<file path="src/rtl/datamem_arb_pkg.sv">
// Shared types for the data-memory arbiter.
// Round-robin arbitration is enabled by defining DATAMEM_ARB_RR_EN.
package datamem_arb_pkg;

  typedef enum logic [1:0] {
    IDLE,
    ISSUE,
    CAPTURE,
    DONE
  } arb_state_t;

  localparam logic ARB_ID_A = 1'b0;
  localparam logic ARB_ID_B = 1'b1;

endpackage

</file>
<file path="src/rtl/datamem_arb_pick.sv">
// Winner picker for the data-memory arbiter.
// DATAMEM_ARB_RR_EN selects round-robin, otherwise A has fixed priority.
module datamem_arb_pick
  import datamem_arb_pkg::*;
(
  input  logic a_req,
  input  logic b_req,
  input  logic last,
  output logic gnt,
  output logic any
);

  assign any = a_req | b_req;

`ifdef DATAMEM_ARB_RR_EN
  // On contention the port that did not win last time goes first
  assign gnt = b_req & (~a_req | (last == ARB_ID_A));
`else
  logic unused_last;
  assign unused_last = last;
  assign gnt = b_req & ~a_req;
`endif

endmodule

</file>
<file path="src/rtl/datamem_arbiter.sv">
// Two-port arbiter/sequencer for the single-port data memory.
// Define DATAMEM_ARB_RR_EN for round-robin instead of A-first priority.
module datamem_arbiter
  import datamem_arb_pkg::*;
#(
  parameter int ADDR_W = 32,
  parameter int DATA_W = 32
) (
  input  logic              clk,
  input  logic              reset_n,
  input  logic              a_req,
  input  logic              a_we,
  input  logic [ADDR_W-1:0] a_addr,
  input  logic [DATA_W-1:0] a_wdata,
  output logic              a_ack,
  output logic [DATA_W-1:0] a_rdata,
  input  logic              b_req,
  input  logic              b_we,
  input  logic [ADDR_W-1:0] b_addr,
  input  logic [DATA_W-1:0] b_wdata,
  output logic              b_ack,
  output logic [DATA_W-1:0] b_rdata,
  output logic [ADDR_W-1:0] mem_addr,
  output logic [DATA_W-1:0] mem_wdata,
  output logic              mem_we,
  output logic              mem_re,
  input  logic [DATA_W-1:0] mem_q,
  input  logic              mem_busy
);

  arb_state_t        state;
  arb_state_t        state_nx;
  logic              win;
  logic              win_we;
  logic              last;
  logic              gnt;
  logic              any;
  logic [ADDR_W-1:0] lat_addr;
  logic [DATA_W-1:0] lat_wdata;

  datamem_arb_pick u_pick (
    .a_req (a_req),
    .b_req (b_req),
    .last  (last),
    .gnt   (gnt),
    .any   (any)
  );

  // Strobes depend on state so an async reset kills them at once
  always_comb begin
    state_nx  = state;
    mem_addr  = '0;
    mem_wdata = '0;
    mem_we    = 1'b0;
    mem_re    = 1'b0;
    unique case (state)
      IDLE: begin
        if (any) state_nx = ISSUE;
      end
      ISSUE: begin
        mem_addr  = lat_addr;
        mem_wdata = lat_wdata;
        if (!mem_busy) begin
          mem_we   = win_we;
          mem_re   = ~win_we;
          state_nx = win_we ? DONE : CAPTURE;
        end
      end
      CAPTURE: state_nx = DONE;
      DONE:    state_nx = IDLE;
    endcase
  end

  always_ff @(posedge clk or negedge reset_n) begin
    if (!reset_n) begin
      state     <= IDLE;
      win       <= ARB_ID_A;
      win_we    <= 1'b0;
      lat_addr  <= '0;
      lat_wdata <= '0;
      last      <= ARB_ID_B;
    end else begin
      state <= state_nx;
      if (state == IDLE && any) begin
        win       <= gnt;
        win_we    <= gnt ? b_we : a_we;
        lat_addr  <= gnt ? b_addr : a_addr;
        lat_wdata <= gnt ? b_wdata : a_wdata;
      end
      if (state == DONE) last <= win;
    end
  end

  always_ff @(posedge clk or negedge reset_n) begin
    if (!reset_n) begin
      a_ack   <= 1'b0;
      b_ack   <= 1'b0;
      a_rdata <= '0;
      b_rdata <= '0;
    end else begin
      a_ack <= (state_nx == DONE) && (win == ARB_ID_A);
      b_ack <= (state_nx == DONE) && (win == ARB_ID_B);
      if (state == CAPTURE) begin
        if (win == ARB_ID_A) a_rdata <= mem_q;
        else                 b_rdata <= mem_q;
      end
    end
  end

endmodule

</file>
<file path="config.mk">
export PLATFORM = sky130hd
export DESIGN_NAME = datamem_arbiter
export DESIGN_NICKNAME = d
export VERILOG_FILES = /design/src/rtl/datamem_arb_pkg.sv /design/src/rtl/datamem_arb_pick.sv /design/src/rtl/datamem_arbiter.sv
export SDC_FILE = /design/constraint.sdc
export NUM_CORES = 1
export LEC_CHECK = 0
export CAP_MARGIN = 20
export CORE_MARGIN = 2
export CORE_UTILIZATION = 29
export CTS_BUF_LIST = sky130_fd_sc_hd__clkbuf_8
export DETAILED_ROUTE_END_ITERATION = 7
export HOLD_SLACK_MARGIN = 0.06
export PLACE_DENSITY_LB_ADDON = 0.12
export SLEW_MARGIN = 15
export SYNTH_ARGS = -nofsm -noshare
export SYNTH_HDL_FRONTEND = slang
export SYNTH_SLANG_ARGS = --single-unit
export TNS_END_PERCENT = 20
</file>
<file path="constraint.sdc">
create_clock -name clk -period 1.5 [get_ports clk]
set_clock_uncertainty 0.2 [all_clocks]
set_input_delay 0.3 -clock clk [delete_from_list [all_inputs] [get_ports clk]]
set_output_delay 0.3 -clock clk [all_outputs]
set_load 0.03 [all_outputs]
</file>
==> report_table.html, run 1 <==
<table>
<tr><th>Metric</th><th>Value</th></tr>
<tr><th colspan="2">Synthesis</th></tr>
<tr><td>Synth Instances</td><td>447</td></tr>
<tr><td>Largest area contributor in the synthesized netlist</td><td>sky130_fd_sc_hd__dfrtp_1</td></tr>
<tr><td>Share of the synthesized area in the top cell type</td><td>0.536</td></tr>
<tr><td>Yosys cell types</td><td>25</td></tr>
<tr><td>Flip-flop and latch count after synthesis</td><td>134</td></tr>
<tr><td>Net count after synthesis</td><td>614</td></tr>
<tr><td>Synth Warn #</td><td>0</td></tr>
<tr><td>Most area-consuming cells after synthesis</td><td>sky130_fd_sc_hd__dfrtp_1 (54%), sky130_fd_sc_hd__mux2_2 (15%), sky130_fd_sc_hd__mux2_4 (9.6%), sky130_fd_sc_hd__a22o_1 (9.0%), sky130_fd_sc_hd__and2_1 (6.4%)</td></tr>
<tr><td>Synth Cell Area</td><td>6260 um2</td></tr>
<tr><td>Mean cell area of the mapped netlist</td><td>14.0 um2</td></tr>
<tr><td>Share of synthesized area occupied by flip-flops and latches</td><td>0.536</td></tr>
<tr><th colspan="2">Place</th></tr>
<tr><td>Total cell area at the placement stage</td><td>9670 um2</td></tr>
<tr><td>Final HPWL DP</td><td>13.6 mm</td></tr>
<tr><td>Gp weighted congestion</td><td>0.727</td></tr>
<tr><td>Dpl cells</td><td>1,017</td></tr>
<tr><td>Placement Setup Slack</td><td>-0.549 ns</td></tr>
<tr><td>I/O Buffers</td><td>298</td></tr>
<tr><th colspan="2">Floorplanning</th></tr>
<tr><td>Placement row count</td><td>53</td></tr>
<tr><td>Top Ports</td><td>299</td></tr>
<tr><td>Die Ht</td><td>151 um</td></tr>
<tr><td>Width of the die</td><td>151 um</td></tr>
<tr><td>Placeable core region</td><td>21,100 um2</td></tr>
<tr><td>Full die area</td><td>22,800 um2</td></tr>
<tr><td>Initial Util</td><td>0.297</td></tr>
<tr><th colspan="2">Detailed routing</th></tr>
<tr><td>ANT nets after route</td><td>0</td></tr>
<tr><td># DRC</td><td>0</td></tr>
<tr><td>Routed vias/inst</td><td>4.55</td></tr>
<tr><td>DR iter-0 viols</td><td>101</td></tr>
<tr><td>Number of iterations in the first detailed-routing pass</td><td>4</td></tr>
<tr><td>Wire length per cell after detailed routing</td><td>17.6 um</td></tr>
<tr><td>Total via count after detailed routing</td><td>4,854</td></tr>
<tr><td>Total routed wirelength</td><td>18.8 mm</td></tr>
<tr><th colspan="2">Global route</th></tr>
<tr><td>Aggregate global routing overflow</td><td>0</td></tr>
<tr><td>Via count of the first global-routing pass</td><td>5,290</td></tr>
<tr><td>First-pass GRT wire length</td><td>27.8 mm</td></tr>
<tr><td>Antenna violations before repair</td><td>3</td></tr>
<tr><td>Overall global routing resource usage</td><td>0.160</td></tr>
<tr><td>Maximum number of pins on one net before global-route repair</td><td>60</td></tr>
<tr><th colspan="2">Layout</th></tr>
<tr><td>Post-route standard cell area excluding fillers</td><td>10,900 um2</td></tr>
<tr><td>Area added between synthesis and finish</td><td>74.2%</td></tr>
<tr><td>Filler instances</td><td>1,823</td></tr>
<tr><td>Final core area utilization</td><td>0.517</td></tr>
<tr><td>Most used cells in the layout excluding fill and tap cells</td><td>sky130_fd_sc_hd__clkdlybuf4s50_1 (164), sky130_fd_sc_hd__dfrtp_1 (134), sky130_fd_sc_hd__buf_6 (129), sky130_fd_sc_hd__mux2_2 (75), sky130_fd_sc_hd__a22o_1 (64)</td></tr>
<tr><td>Layout cells sized above 1</td><td>0.522</td></tr>
<tr><td>Final non-filler cell total</td><td>1,066</td></tr>
<tr><td>Most common library cell in the layout ignoring fill and taps</td><td>sky130_fd_sc_hd__clkdlybuf4s50_1</td></tr>
<tr><td>Number of nets at the end of the flow</td><td>943</td></tr>
<tr><th colspan="2">Critical path</th></tr>
<tr><td>Crit Path Class</td><td>reg2out</td></tr>
<tr><td>Number of buffers and inverters on the critical path</td><td>3</td></tr>
<tr><td>Source of the worst register-to-register timing path</td><td>state[1]$_DFF_PN0_</td></tr>
<tr><td>Crit-path leading delay family</td><td>simple AND/OR/NAND/NOR gates</td></tr>
<tr><td>Number of cells traversed by the worst register-to-register path</td><td>7</td></tr>
<tr><td>Kind of start point of the critical path</td><td>register</td></tr>
<tr><td>Element type at the critical path end</td><td>output port</td></tr>
<tr><td>R2r endpoint</td><td>b_rdata[1]$_DFFE_PN0P_</td></tr>
<tr><td>Crit path max fanout</td><td>11</td></tr>
<tr><td>Critical Path Stages</td><td>5</td></tr>
<tr><td>Critical path startpoint</td><td>state[1]$_DFF_PN0_</td></tr>
<tr><td>Capturing instance or port of the critical path</td><td>mem_we</td></tr>
<tr><td>Slowest library cell on the worst path</td><td>sky130_fd_sc_hd__dfrtp_1</td></tr>
<tr><td>Slowest Stage Delay on Critical Path</td><td>0.38 ns</td></tr>
<tr><td>Reg2reg setup slack</td><td>-0.44 ns</td></tr>
<tr><td>Crit path required time</td><td>1.00 ns</td></tr>
<tr><td>Critical Path AT</td><td>1.65 ns</td></tr>
<tr><td>Cells along the critical path</td><td>and2b_4 &gt; buf_4 &gt; buf_12 &gt; and3_4 &gt; buf_6</td></tr>
<tr><th colspan="2">Timing</th></tr>
<tr><td>Slew at the pin closest to its max-slew limit</td><td>0.589 ns</td></tr>
<tr><td>Tightest hold margin</td><td>0.107 ns</td></tr>
<tr><td>Final critical path time including I/O delays and setup</td><td>2.15 ns</td></tr>
<tr><td>Sum Neg Setup Slack</td><td>-86.46 ns</td></tr>
<tr><td>Period utilisation layout</td><td>1.43</td></tr>
<tr><td>Count of endpoints failing setup in the final report</td><td>198</td></tr>
<tr><td>Maximum clock frequency</td><td>465 MHz</td></tr>
<tr><td>Slew Limit Fails</td><td>0</td></tr>
<tr><td>Setup repair after global routing missed its margin</td><td>true</td></tr>
<tr><td>Final hold vios</td><td>0</td></tr>
<tr><td>Final setup margin</td><td>-0.650 ns</td></tr>
<tr><td>Slew margin rel.</td><td>0.607</td></tr>
<tr><th colspan="2">Status</th></tr>
<tr><td>Result of the run</td><td>finished with violations</td></tr>
<tr><td>Violations in the final reports</td><td>negative setup slack</td></tr>
<tr><th colspan="2">Run</th></tr>
<tr><td>Number of maximum-capacitance violations</td><td>0</td></tr>
<tr><th colspan="2">CTS</th></tr>
<tr><td>Number of buffers between clock root and the deepest sink</td><td>2</td></tr>
<tr><td>Clk pin slew, worst setup/hold paths</td><td>0.08 ns</td></tr>
<tr><td># H-tree levels</td><td>4</td></tr>
<tr><td>Source-to-sink clock delay at the later pin of the worst-skew pair</td><td>0.43 ns</td></tr>
<tr><td>Total CTS buffers</td><td>17</td></tr>
<tr><td>Clock root buffer</td><td>sky130_fd_sc_hd__clkbuf_8</td></tr>
<tr><td>CTS tree</td><td>yes</td></tr>
<tr><td>CTS sink count</td><td>134</td></tr>
<tr><th colspan="2">Pwr</th></tr>
<tr><td>Power Density</td><td>2170 nW/um2</td></tr>
<tr><td>Leakage power summed over all cells</td><td>4.93 nW</td></tr>
<tr><td>Post-layout power</td><td>23.7 mW</td></tr>
<tr><td>Worst supply voltage drop on vdd</td><td>736 uV</td></tr>
<tr><th colspan="2">Hold path</th></tr>
<tr><td>HP Class</td><td>in2reg</td></tr>
</table>
cells by family after synthesis:
logic type             Yosys count  share of synthesized area
AND/OR/NAND/NOR                 79                     0.0779
multiplexers                   130                      0.258
buffers and inverters           35                     0.0346
AO/OA/AOI/OAI                   69                     0.0941
flip-flops                     134                      0.536
state kept, by name (all words and copies together), names as in the netlist:
signal     count
a_ack          1
a_rdata       32
b_ack          1
b_rdata       32
lat_addr      32
lat_wdata     32
state          2
win            1
win_we         1
area by class of cell:
class	count	area, um2	share of cell area
Tap cell	275	344	0.0315
Clock inverter	14	179	0.0164
Timing Repair Buffer	344	3840	0.352
Clock buffer	17	234	0.0214
Inverter	1	3.75	0.000344
Multi-Input combinational cell	278	2940	0.270
Antenna cell	3	7.51	0.000688
Sequential cell	134	3350	0.307
cell usage after synthesis:
| cell type | n |
|---|---|
| sky130_fd_sc_hd__clkbuf_2 | 1 |
| sky130_fd_sc_hd__clkbuf_1 | 12 |
| sky130_fd_sc_hd__or3_1 | 1 |
| sky130_fd_sc_hd__nand2_2 | 1 |
| sky130_fd_sc_hd__dfrtp_1 | 134 |
| sky130_fd_sc_hd__mux2_1 | 4 |
| sky130_fd_sc_hd__nor2b_1 | 2 |
| sky130_fd_sc_hd__a31oi_1 | 1 |
| sky130_fd_sc_hd__mux2_4 | 40 |
| sky130_fd_sc_hd__o21a_1 | 1 |
| sky130_fd_sc_hd__and2_1 | 64 |
| sky130_fd_sc_hd__a21oi_1 | 2 |
| sky130_fd_sc_hd__nand2b_1 | 2 |
| sky130_fd_sc_hd__and3_1 | 1 |
| sky130_fd_sc_hd__nor3_1 | 1 |
| sky130_fd_sc_hd__buf_2 | 10 |
| sky130_fd_sc_hd__nor2_1 | 3 |
| sky130_fd_sc_hd__a22o_1 | 64 |
| sky130_fd_sc_hd__o21ai_0 | 1 |
| sky130_fd_sc_hd__inv_1 | 1 |
| sky130_fd_sc_hd__and2b_1 | 2 |
| sky130_fd_sc_hd__nor2_2 | 2 |
| sky130_fd_sc_hd__buf_4 | 3 |
| sky130_fd_sc_hd__mux2_2 | 86 |
| sky130_fd_sc_hd__buf_6 | 8 |
per-layer routing:
metal,wire (um),part of all wire,GRT usage,up-vias
li1,-,-,-,2272
met1,7600,0.41,0.188,2357
met2,9160,0.49,0.271,204
met3,1640,0.088,0.0572,21
met4,352,0.019,0.0579,0
met5,0,0,0,-
worst min-delay path by stage:
stage | slack, ns | to | start | depth (start not counted)
final | 0.11 | win$_DFFE_PN0P_ | a_req | 3
after global routing | 0.10 | win$_DFFE_PN0P_ | a_req | 3
after CTS | 0.07 | win$_DFFE_PN0P_ | a_req | 3
after detailed placement | 0.02 | a_rdata[12]$_DFFE_PN0P_ | reset_n | 1
after global placement | 0.01 | b_rdata[19]$_DFFE_PN0P_ | reset_n | 1
after floorplan | -0.20 | a_ack$_DFF_PN0_ | reset_n | 0
worst reg2reg max path, stage by stage, from the launching register on:
cell and delay (ns):
sky130_fd_sc_hd__dfrtp_1 0.38, sky130_fd_sc_hd__buf_4 0.14, sky130_fd_sc_hd__buf_6 0.11, sky130_fd_sc_hd__buf_4 0.13, sky130_fd_sc_hd__and2b_1 0.17, sky130_fd_sc_hd__nand2_2 0.09
sky130_fd_sc_hd__buf_12 0.22, sky130_fd_sc_hd__mux2_2 0.40
timing repair:
| item | CTS | global route |
|---|---|---|
| gates cloned | 2 | 4 |
| pin swaps | 1 | 20 |
| hold endpoints to repair | 134 | 0 |
| buffers inserted | 6 | 3 |
| hold buffers | 1 | 0 |
| resized for setup | 143 | 42 |
| endpoints found under the setup margin | 262 | 263 |
report_power, final:
part	internal (mW)	switching, mW	leakage (nW)
clock	1.66	1.50	0.209
combinational	7.68	6.31	3.09
sequential	5.39	1.16	1.63
Power figures use the tool's default switching activity.
==> run 2: changes to the inputs <==
Settings changed: CORE_MARGIN 2 to 3.
==> report_table.html, run 2 (synthesis gave the netlist of run 1 again) <==
<table>
<tr><th>Metric</th><th>Value</th></tr>
<tr><th colspan="2">Place</th></tr>
<tr><td>Dpl cells</td><td>1,011 (was 1,017)</td></tr>
<tr><td>Gp weighted congestion</td><td>0.799 (was 0.727)</td></tr>
<tr><td>Final HPWL DP</td><td>13.3 mm (was 13.6 mm)</td></tr>
<tr><td>I/O Buffers</td><td>298 (unchanged)</td></tr>
<tr><th colspan="2">Critical path</th></tr>
<tr><td>Critical Path AT</td><td>1.67 ns (was 1.65 ns)</td></tr>
<tr><td>Crit-path leading delay family</td><td>simple AND/OR/NAND/NOR gates (unchanged)</td></tr>
<tr><td>Slowest Stage Delay on Critical Path</td><td>0.39 ns (was 0.38 ns)</td></tr>
<tr><td>Kind of start point of the critical path</td><td>register (unchanged)</td></tr>
<tr><td>Slowest library cell on the worst path</td><td>sky130_fd_sc_hd__dfrtp_1 (unchanged)</td></tr>
<tr><td>Crit Path Class</td><td>reg2out (unchanged)</td></tr>
<tr><td>Library cell appearing most often on the critical path</td><td>sky130_fd_sc_hd__buf_12</td></tr>
<tr><td>Element type at the critical path end</td><td>output port (unchanged)</td></tr>
<tr><td>Crit path required time</td><td>1.00 ns (about the same)</td></tr>
<tr><td>Cells along the critical path</td><td>and2b_4 &gt; buf_12 &gt; buf_12 &gt; and2_2 &gt; buf_6 (was and2b_4 &gt; buf_4 &gt; buf_12 &gt; and3_4 &gt; buf_6)</td></tr>
<tr><td>Number of buffers and inverters on the critical path</td><td>3 (unchanged)</td></tr>
<tr><td>Crit path max fanout</td><td>21 (was 11)</td></tr>
<tr><th colspan="2">Layout</th></tr>
<tr><td>Combined area of the multi-input logic cells</td><td>2920 um2 (was 2940 um2)</td></tr>
<tr><td>Number of nets at the end of the flow</td><td>931 (was 943)</td></tr>
<tr><td>Layout cells sized above 1</td><td>0.508 (was 0.522)</td></tr>
<tr><td>Most used cells in the layout excluding fill and tap cells</td><td>sky130_fd_sc_hd__clkdlybuf4s50_1 (164), sky130_fd_sc_hd__dfrtp_1 (134), sky130_fd_sc_hd__buf_6 (126), sky130_fd_sc_hd__mux2_2 (70), sky130_fd_sc_hd__a22o_1 (64) (was sky130_fd_sc_hd__clkdlybuf4s50_1 (164), sky130_fd_sc_hd__dfrtp_1 (134), sky130_fd_sc_hd__buf_6 (129), sky130_fd_sc_hd__mux2_2 (75), sky130_fd_sc_hd__a22o_1 (64))</td></tr>
<tr><td>Antenna diode count</td><td>0 (was 3)</td></tr>
<tr><td>Final non-filler cell total</td><td>1,051 (was 1,066)</td></tr>
<tr><td>Most common library cell in the layout ignoring fill and taps</td><td>sky130_fd_sc_hd__clkdlybuf4s50_1 (unchanged)</td></tr>
<tr><td>Filler instances</td><td>1,841 (was 1,823)</td></tr>
<tr><td>Area added between synthesis and finish</td><td>70.1% (was 74.2%)</td></tr>
<tr><td>Register area</td><td>3350 um2 (unchanged)</td></tr>
<tr><th colspan="2">Timing</th></tr>
<tr><td>Slew Limit Fails</td><td>0 (unchanged)</td></tr>
<tr><td>Setup repair after global routing missed its margin</td><td>true (unchanged)</td></tr>
<tr><td>Period utilisation layout</td><td>1.45 (was 1.43)</td></tr>
<tr><td>Count of endpoints failing setup in the final report</td><td>197 (was 198)</td></tr>
<tr><td>Maximum clock frequency</td><td>461 MHz (was 465 MHz)</td></tr>
<tr><td>Final setup margin</td><td>-0.670 ns (was -0.650 ns)</td></tr>
<tr><td>Final critical path time including I/O delays and setup</td><td>2.17 ns (was 2.15 ns)</td></tr>
<tr><td>Slew at the pin closest to its max-slew limit</td><td>0.392 ns (was 0.589 ns)</td></tr>
<tr><td>Tightest hold margin</td><td>0.132 ns (was 0.107 ns)</td></tr>
<tr><td>Slew margin rel.</td><td>0.738 (was 0.607)</td></tr>
<tr><td>Final hold vios</td><td>0 (unchanged)</td></tr>
<tr><th colspan="2">CTS</th></tr>
<tr><td>Clk pin slew, worst setup/hold paths</td><td>0.08 ns (about the same)</td></tr>
<tr><td>CTS tree</td><td>yes (unchanged)</td></tr>
<tr><td>Total CTS buffers</td><td>17 (unchanged)</td></tr>
<tr><td>Source-to-sink clock delay at the later pin of the worst-skew pair</td><td>0.43 ns (about the same)</td></tr>
<tr><td>Number of buffers between clock root and the deepest sink</td><td>2 (unchanged)</td></tr>
<tr><td>CTS sink count</td><td>134 (unchanged)</td></tr>
<tr><td>Clock root buffer</td><td>sky130_fd_sc_hd__clkbuf_8 (unchanged)</td></tr>
<tr><td># H-tree levels</td><td>4 (unchanged)</td></tr>
<tr><th colspan="2">Pwr</th></tr>
<tr><td>Power Density</td><td>2150 nW/um2 (was 2170 nW/um2)</td></tr>
<tr><td>Leakage power summed over all cells</td><td>4.82 nW (was 4.93 nW)</td></tr>
<tr><td>Worst supply voltage drop on vdd</td><td>903 uV (was 736 uV)</td></tr>
<tr><td>Post-layout power</td><td>22.9 mW (was 23.7 mW)</td></tr>
<tr><th colspan="2">Detailed routing</th></tr>
<tr><td>Number of iterations in the first detailed-routing pass</td><td>4 (unchanged)</td></tr>
<tr><td># DRC</td><td>0 (unchanged)</td></tr>
<tr><td>ANT nets after route</td><td>0 (unchanged)</td></tr>
<tr><td>Wire length per cell after detailed routing</td><td>17.5 um (was 17.6 um)</td></tr>
<tr><td>Routed vias/inst</td><td>4.56 (was 4.55)</td></tr>
<tr><td>Total routed wirelength</td><td>18.4 mm (was 18.8 mm)</td></tr>
<tr><td>DR iter-0 viols</td><td>108 (was 101)</td></tr>
<tr><td>Total via count after detailed routing</td><td>4,789 (was 4,854)</td></tr>
<tr><th colspan="2">Global route</th></tr>
<tr><td>Antenna violations before repair</td><td>0 (was 3)</td></tr>
<tr><td>Via count of the first global-routing pass</td><td>5,352 (was 5,290)</td></tr>
<tr><td>First-pass GRT wire length</td><td>28.9 mm (was 27.8 mm)</td></tr>
<tr><td>Maximum number of pins on one net before global-route repair</td><td>48 (was 60)</td></tr>
<tr><td>Aggregate global routing overflow</td><td>0 (unchanged)</td></tr>
<tr><td>Overall global routing resource usage</td><td>0.155 (was 0.160)</td></tr>
<tr><th colspan="2">Floorplanning</th></tr>
<tr><td>Full die area</td><td>23,400 um2 (was 22,800 um2)</td></tr>
<tr><td>Placement row count</td><td>53 (unchanged)</td></tr>
<tr><td>Top Ports</td><td>299 (unchanged)</td></tr>
<tr><td>Width of the die</td><td>153 um (was 151 um)</td></tr>
<tr><td>Placeable core region</td><td>21,100 um2 (unchanged)</td></tr>
<tr><td>Initial Util</td><td>0.297 (unchanged)</td></tr>
<tr><td>Die Ht</td><td>153 um (was 151 um)</td></tr>
<tr><th colspan="2">Status</th></tr>
<tr><td>Violations in the final reports</td><td>negative setup slack (unchanged)</td></tr>
<tr><td>Result of the run</td><td>finished with violations (unchanged)</td></tr>
<tr><th colspan="2">Run</th></tr>
<tr><td>Number of maximum-capacitance violations</td><td>0 (unchanged)</td></tr>
<tr><th colspan="2">Hold path</th></tr>
<tr><td>HP Class</td><td>in2async (was in2reg)</td></tr>
</table>
==> run 2: cell count changes in the layout (fill, tap and decap cells not counted), sizes merged <==
cell / previous run / this run
buf: 176 / 166
bufinv: 3 / 2
clkinvlp: 1 / 0
inv: 3 / 5
dlygate4sd3: 1 / 2
clkbuf: 20 / 18
clkinv: 8 / 7
diode: 3 / 0
==> run 2: repair_timing <==
item | CTS | global route
gates resized for setup | 144 | 23
cloned | 1 | 0
setup endpoints to repair | 261 | 263
hold buffers | 2 | 0
pin swaps | 7 | 6
endpoints found under the hold margin | 135 | 0
buffers inserted | 6 | 1
==> run 2: area by class of cell <==
cell class                      instances  area share
Inverter                                1    0.000352
Clock buffer                           18      0.0233
Sequential cell                       134       0.315
Tap cell                              275      0.0323
Clock inverter                         13      0.0139
Timing Repair Buffer                  332       0.341
Multi-Input combinational cell        278       0.275
==> run 2: report_power, final <==
group | switching [mW] | total, mW | internal, mW
logic | 6.13 | 13.3 | 7.18
clock network | 1.53 | 3.07 | 1.54
registers | 1.14 | 6.53 | 5.39
total | 8.80 | 22.9 | 14.1
==> run 2: per-layer routing <==
layer / global-route usage / part of all wire / vias up
li1: - / - / 2237
met1: 0.190 / 0.43 / 2334
met2: 0.258 / 0.47 / 204
met3: 0.0589 / 0.082 / 14
met4: 0.0450 / 0.012 / 0
met5: 0 / 0 / -
==> run 2: path summary, 6_finish.rpt <==
check | slack (ns) | endpoint | cells past startpoint | start
max | -0.67 | mem_wdata[9] | 5 | state[1]$_DFF_PN0_
max in group asynchronous | 0.45 | a_rdata[31]$_DFFE_PN0P_ | 3 | reset_n
min in group clk | 0.21 | state[0]$_DFF_PN0_ | 3 | a_req
min | 0.13 | b_rdata[12]$_DFFE_PN0P_ | 2 | reset_n
min reg2reg | 0.31 | lat_wdata[28]$_DFFE_PN0P_ | 1 | lat_wdata[28]$_DFFE_PN0P_
max reg2reg | -0.29 | lat_addr[12]$_DFFE_PN0P_ | 5 | state[0]$_DFF_PN0_
==> run 2: metrics by stage <==
step	worst slack (ns)	area [um2]	setup TNS (ns)	utilization
after floorplan	-0.168	6380	-16.99	-
after global placement	-0.466	9570	-50.88	0.454
after detailed placement	-0.456	9570	-52.36	0.454
after CTS	-0.704	10600	-76.16	0.502
after global routing	-0.756	10600	-85.56	0.505
final	-0.670	10600	-71.18	0.505
==> run 2: worst reg2reg max path, cell delays in order, from the launching register on <==
cell and delay [ns]:
sky130_fd_sc_hd__dfrtp_1 0.41, sky130_fd_sc_hd__buf_6 0.14, sky130_fd_sc_hd__nor2_4 0.13, sky130_fd_sc_hd__o21a_4 0.22
sky130_fd_sc_hd__buf_12 0.22, sky130_fd_sc_hd__mux2_2 0.37
==> run 3: changes to the inputs <==
Settings changed: RECOVER_POWER from default to 50.
==> report_table.html, run 3 (synthesis gave the netlist of run 1 again) <==
<table>
<tr><th>Metric</th><th>Value</th></tr>
<tr><th colspan="2">Timing</th></tr>
<tr><td>Final critical path time including I/O delays and setup</td><td>2.17 ns (about the same)</td></tr>
<tr><td>Slew margin rel.</td><td>0.407 (was 0.738)</td></tr>
<tr><td>Final hold vios</td><td>0 (unchanged)</td></tr>
<tr><td>Maximum clock frequency</td><td>461 MHz (about the same)</td></tr>
<tr><td>Count of endpoints failing setup in the final report</td><td>197 (unchanged)</td></tr>
<tr><td>Tightest hold margin</td><td>0.214 ns (was 0.132 ns)</td></tr>
<tr><td>Slew at the pin closest to its max-slew limit</td><td>0.889 ns (was 0.392 ns)</td></tr>
<tr><td>Final setup margin</td><td>-0.670 ns (about the same)</td></tr>
<tr><td>Period utilisation layout</td><td>1.45 (about the same)</td></tr>
<tr><td>Setup repair after global routing missed its margin</td><td>true (unchanged)</td></tr>
<tr><td>Slew Limit Fails</td><td>0 (unchanged)</td></tr>
<tr><th colspan="2">CTS</th></tr>
<tr><td>Clock root buffer</td><td>sky130_fd_sc_hd__clkbuf_8 (unchanged)</td></tr>
<tr><td>Number of buffers between clock root and the deepest sink</td><td>2 (unchanged)</td></tr>
<tr><td>CTS tree</td><td>yes (unchanged)</td></tr>
<tr><td>Source-to-sink clock delay at the later pin of the worst-skew pair</td><td>0.43 ns (about the same)</td></tr>
<tr><td>CTS sink count</td><td>134 (unchanged)</td></tr>
<tr><td># H-tree levels</td><td>4 (unchanged)</td></tr>
<tr><td>Clk pin slew, worst setup/hold paths</td><td>0.08 ns (about the same)</td></tr>
<tr><td>Total CTS buffers</td><td>17 (unchanged)</td></tr>
<tr><th colspan="2">Global route</th></tr>
<tr><td>First-pass GRT wire length</td><td>28.9 mm (unchanged)</td></tr>
<tr><td>Via count of the first global-routing pass</td><td>5,352 (unchanged)</td></tr>
<tr><td>Overall global routing resource usage</td><td>0.155 (unchanged)</td></tr>
<tr><td>Aggregate global routing overflow</td><td>0 (unchanged)</td></tr>
<tr><td>Maximum number of pins on one net before global-route repair</td><td>48 (unchanged)</td></tr>
<tr><td>Antenna violations before repair</td><td>0 (unchanged)</td></tr>
<tr><th colspan="2">Place</th></tr>
<tr><td>Dpl cells</td><td>1,011 (unchanged)</td></tr>
<tr><td>I/O Buffers</td><td>298 (unchanged)</td></tr>
<tr><td>Gp weighted congestion</td><td>0.799 (unchanged)</td></tr>
<tr><td>Total cell area at the placement stage</td><td>9570 um2 (unchanged)</td></tr>
<tr><td>Final HPWL DP</td><td>13.3 mm (unchanged)</td></tr>
<tr><td>Placement Setup Slack</td><td>-0.456 ns (unchanged)</td></tr>
<tr><th colspan="2">Layout</th></tr>
<tr><td>Number of nets at the end of the flow</td><td>931 (unchanged)</td></tr>
<tr><td>Post-route standard cell area excluding fillers</td><td>10,600 um2 (about the same)</td></tr>
<tr><td>Antenna diode count</td><td>0 (unchanged)</td></tr>
<tr><td>Area added between synthesis and finish</td><td>70.0% (was 70.1%)</td></tr>
<tr><td>Final non-filler cell total</td><td>1,051 (unchanged)</td></tr>
<tr><td>Final core area utilization</td><td>0.505 (about the same)</td></tr>
<tr><td>Most common library cell in the layout ignoring fill and taps</td><td>sky130_fd_sc_hd__clkdlybuf4s50_1 (unchanged)</td></tr>
<tr><td>Combined area of the multi-input logic cells</td><td>2920 um2 (unchanged)</td></tr>
<tr><td>Register area</td><td>3350 um2 (unchanged)</td></tr>
<tr><td>Layout cells sized above 1</td><td>0.508 (unchanged)</td></tr>
<tr><td>Filler instances</td><td>1,843 (was 1,841)</td></tr>
<tr><td>Most used cells in the layout excluding fill and tap cells</td><td>sky130_fd_sc_hd__clkdlybuf4s50_1 (164), sky130_fd_sc_hd__dfrtp_1 (134), sky130_fd_sc_hd__buf_6 (125), sky130_fd_sc_hd__mux2_2 (70), sky130_fd_sc_hd__a22o_1 (64) (was sky130_fd_sc_hd__clkdlybuf4s50_1 (164), sky130_fd_sc_hd__dfrtp_1 (134), sky130_fd_sc_hd__buf_6 (126), sky130_fd_sc_hd__mux2_2 (70), sky130_fd_sc_hd__a22o_1 (64))</td></tr>
<tr><th colspan="2">Floorplanning</th></tr>
<tr><td>Die Ht</td><td>153 um (unchanged)</td></tr>
<tr><td>Top Ports</td><td>299 (unchanged)</td></tr>
<tr><td>Width of the die</td><td>153 um (unchanged)</td></tr>
<tr><td>Placement row count</td><td>53 (unchanged)</td></tr>
<tr><td>Full die area</td><td>23,400 um2 (unchanged)</td></tr>
<tr><td>Placeable core region</td><td>21,100 um2 (unchanged)</td></tr>
<tr><td>Initial Util</td><td>0.297 (unchanged)</td></tr>
<tr><th colspan="2">Critical path</th></tr>
<tr><td>Critical Path AT</td><td>1.67 ns (about the same)</td></tr>
<tr><td>Crit Path Class</td><td>reg2out (unchanged)</td></tr>
<tr><td>Kind of start point of the critical path</td><td>register (unchanged)</td></tr>
<tr><td>Crit path required time</td><td>1.00 ns (about the same)</td></tr>
<tr><td>Element type at the critical path end</td><td>output port (unchanged)</td></tr>
<tr><td>Crit path max fanout</td><td>21 (unchanged)</td></tr>
<tr><th colspan="2">Status</th></tr>
<tr><td>Violations in the final reports</td><td>negative setup slack (unchanged)</td></tr>
<tr><td>Result of the run</td><td>finished with violations (unchanged)</td></tr>
<tr><th colspan="2">Pwr</th></tr>
<tr><td>Leakage power summed over all cells</td><td>4.81 nW (was 4.82 nW)</td></tr>
<tr><td>Cell-internal power</td><td>14.1 mW (about the same)</td></tr>
<tr><td>Combinational share of power</td><td>0.581 (about the same)</td></tr>
<tr><td>Part of the total power dissipated in sequential elements</td><td>0.285 (about the same)</td></tr>
<tr><td>Power Density</td><td>2150 nW/um2 (about the same)</td></tr>
<tr><td>Switching part of the total</td><td>0.384 (about the same)</td></tr>
<tr><td>Worst supply voltage drop on vdd</td><td>903 uV (about the same)</td></tr>
<tr><td>Clock Power Share</td><td>0.134 (about the same)</td></tr>
<tr><td>Net switching power figure</td><td>8.79 mW (was 8.80 mW)</td></tr>
<tr><th colspan="2">Detailed routing</th></tr>
<tr><td>Number of iterations in the first detailed-routing pass</td><td>4 (unchanged)</td></tr>
<tr><td>DR iter-0 viols</td><td>109 (was 108)</td></tr>
<tr><td>Total routed wirelength</td><td>18.4 mm (about the same)</td></tr>
<tr><td>ANT nets after route</td><td>0 (unchanged)</td></tr>
<tr><td>Routed vias/inst</td><td>4.56 (about the same)</td></tr>
<tr><td>Total via count after detailed routing</td><td>4,788 (was 4,789)</td></tr>
<tr><td>Wire length per cell after detailed routing</td><td>17.5 um (about the same)</td></tr>
<tr><td># DRC</td><td>0 (unchanged)</td></tr>
<tr><th colspan="2">Run</th></tr>
<tr><td>Number of maximum-capacitance violations</td><td>0 (unchanged)</td></tr>
<tr><th colspan="2">Hold path</th></tr>
<tr><td>HP Class</td><td>in2reg (was in2async)</td></tr>
</table>
run 3: cell count changes in the layout (fill, tap and decap cells not counted):
cell                    before  now
sky130_fd_sc_hd__buf_2       1    2
sky130_fd_sc_hd__buf_6     126  125
run 3: layout make-up:
cell class | count | area share
clock inverter | 13 | 0.0139
timing repair buffer | 332 | 0.340
tap | 275 | 0.0323
sequential | 134 | 0.315
multi-input combinational | 278 | 0.275
clock buffer | 18 | 0.0233
inverter | 1 | 0.000353
run 3: worst paths after layout:
kind | start | endpoint | slack, ns | cells after the start
max | state[1]$_DFF_PN0_ | mem_wdata[9] | -0.67 | 5
min | a_req | state[0]$_DFF_PN0_ | 0.21 | 3
max reg2reg | state[0]$_DFF_PN0_ | lat_addr[12]$_DFFE_PN0P_ | -0.29 | 5
min reg2reg | lat_wdata[28]$_DFFE_PN0P_ | lat_wdata[28]$_DFFE_PN0P_ | 0.31 | 1
max in group asynchronous | reset_n | a_rdata[31]$_DFFE_PN0P_ | 0.07 | 3
min in group asynchronous | reset_n | b_rdata[12]$_DFFE_PN0P_ | 0.33 | 2
run 3: critical path, cell delays in order, from the launching register on:
cell and delay, ns:
sky130_fd_sc_hd__dfrtp_1 0.39, sky130_fd_sc_hd__and2b_4 0.29, sky130_fd_sc_hd__buf_12 0.11, sky130_fd_sc_hd__buf_12 0.14, sky130_fd_sc_hd__and2_2 0.17, sky130_fd_sc_hd__buf_6 0.13
run 3: metrics by stage:
stage,power [mW],TNS [ns]
floorplan,13.7,-16.99
global placement,18.0,-50.88
detailed placement,18.2,-52.36
CTS,23.0,-76.16
global route,24.1,-88.81
finish,22.9,-70.96
run 3: metal layers:
layer  global-route usage  part of all wire  up-vias
met4               0.0450             0.012        0
met1                0.190              0.43     2333
met3               0.0589             0.082       14
met2                0.258              0.47      204
met5                    0                 0        -
li1                     -                 -     2237
run 3: power by group through the flow:
| stage | clock [mW] | combinational (mW) | sequential (mW) |
|---|---|---|---|
| finish | 3.07 | 13.3 | 6.53 |
| global route | 3.36 | 14.0 | 6.76 |
| CTS | 3.17 | 13.3 | 6.53 |
| detailed placement | 0 | 11.8 | 6.40 |
| global placement | 0 | 11.7 | 6.36 |
| floorplan | 0 | 5.68 | 7.98 |
run 3: repair_timing:
item                       CTS  global route
pin swaps                    7             6
hold buffers                 2             0
setup endpoints to repair  261           263
gates cloned                 1             0
setup buffers                6             1
hold endpoints to repair   135             0
gates resized for setup    144            23
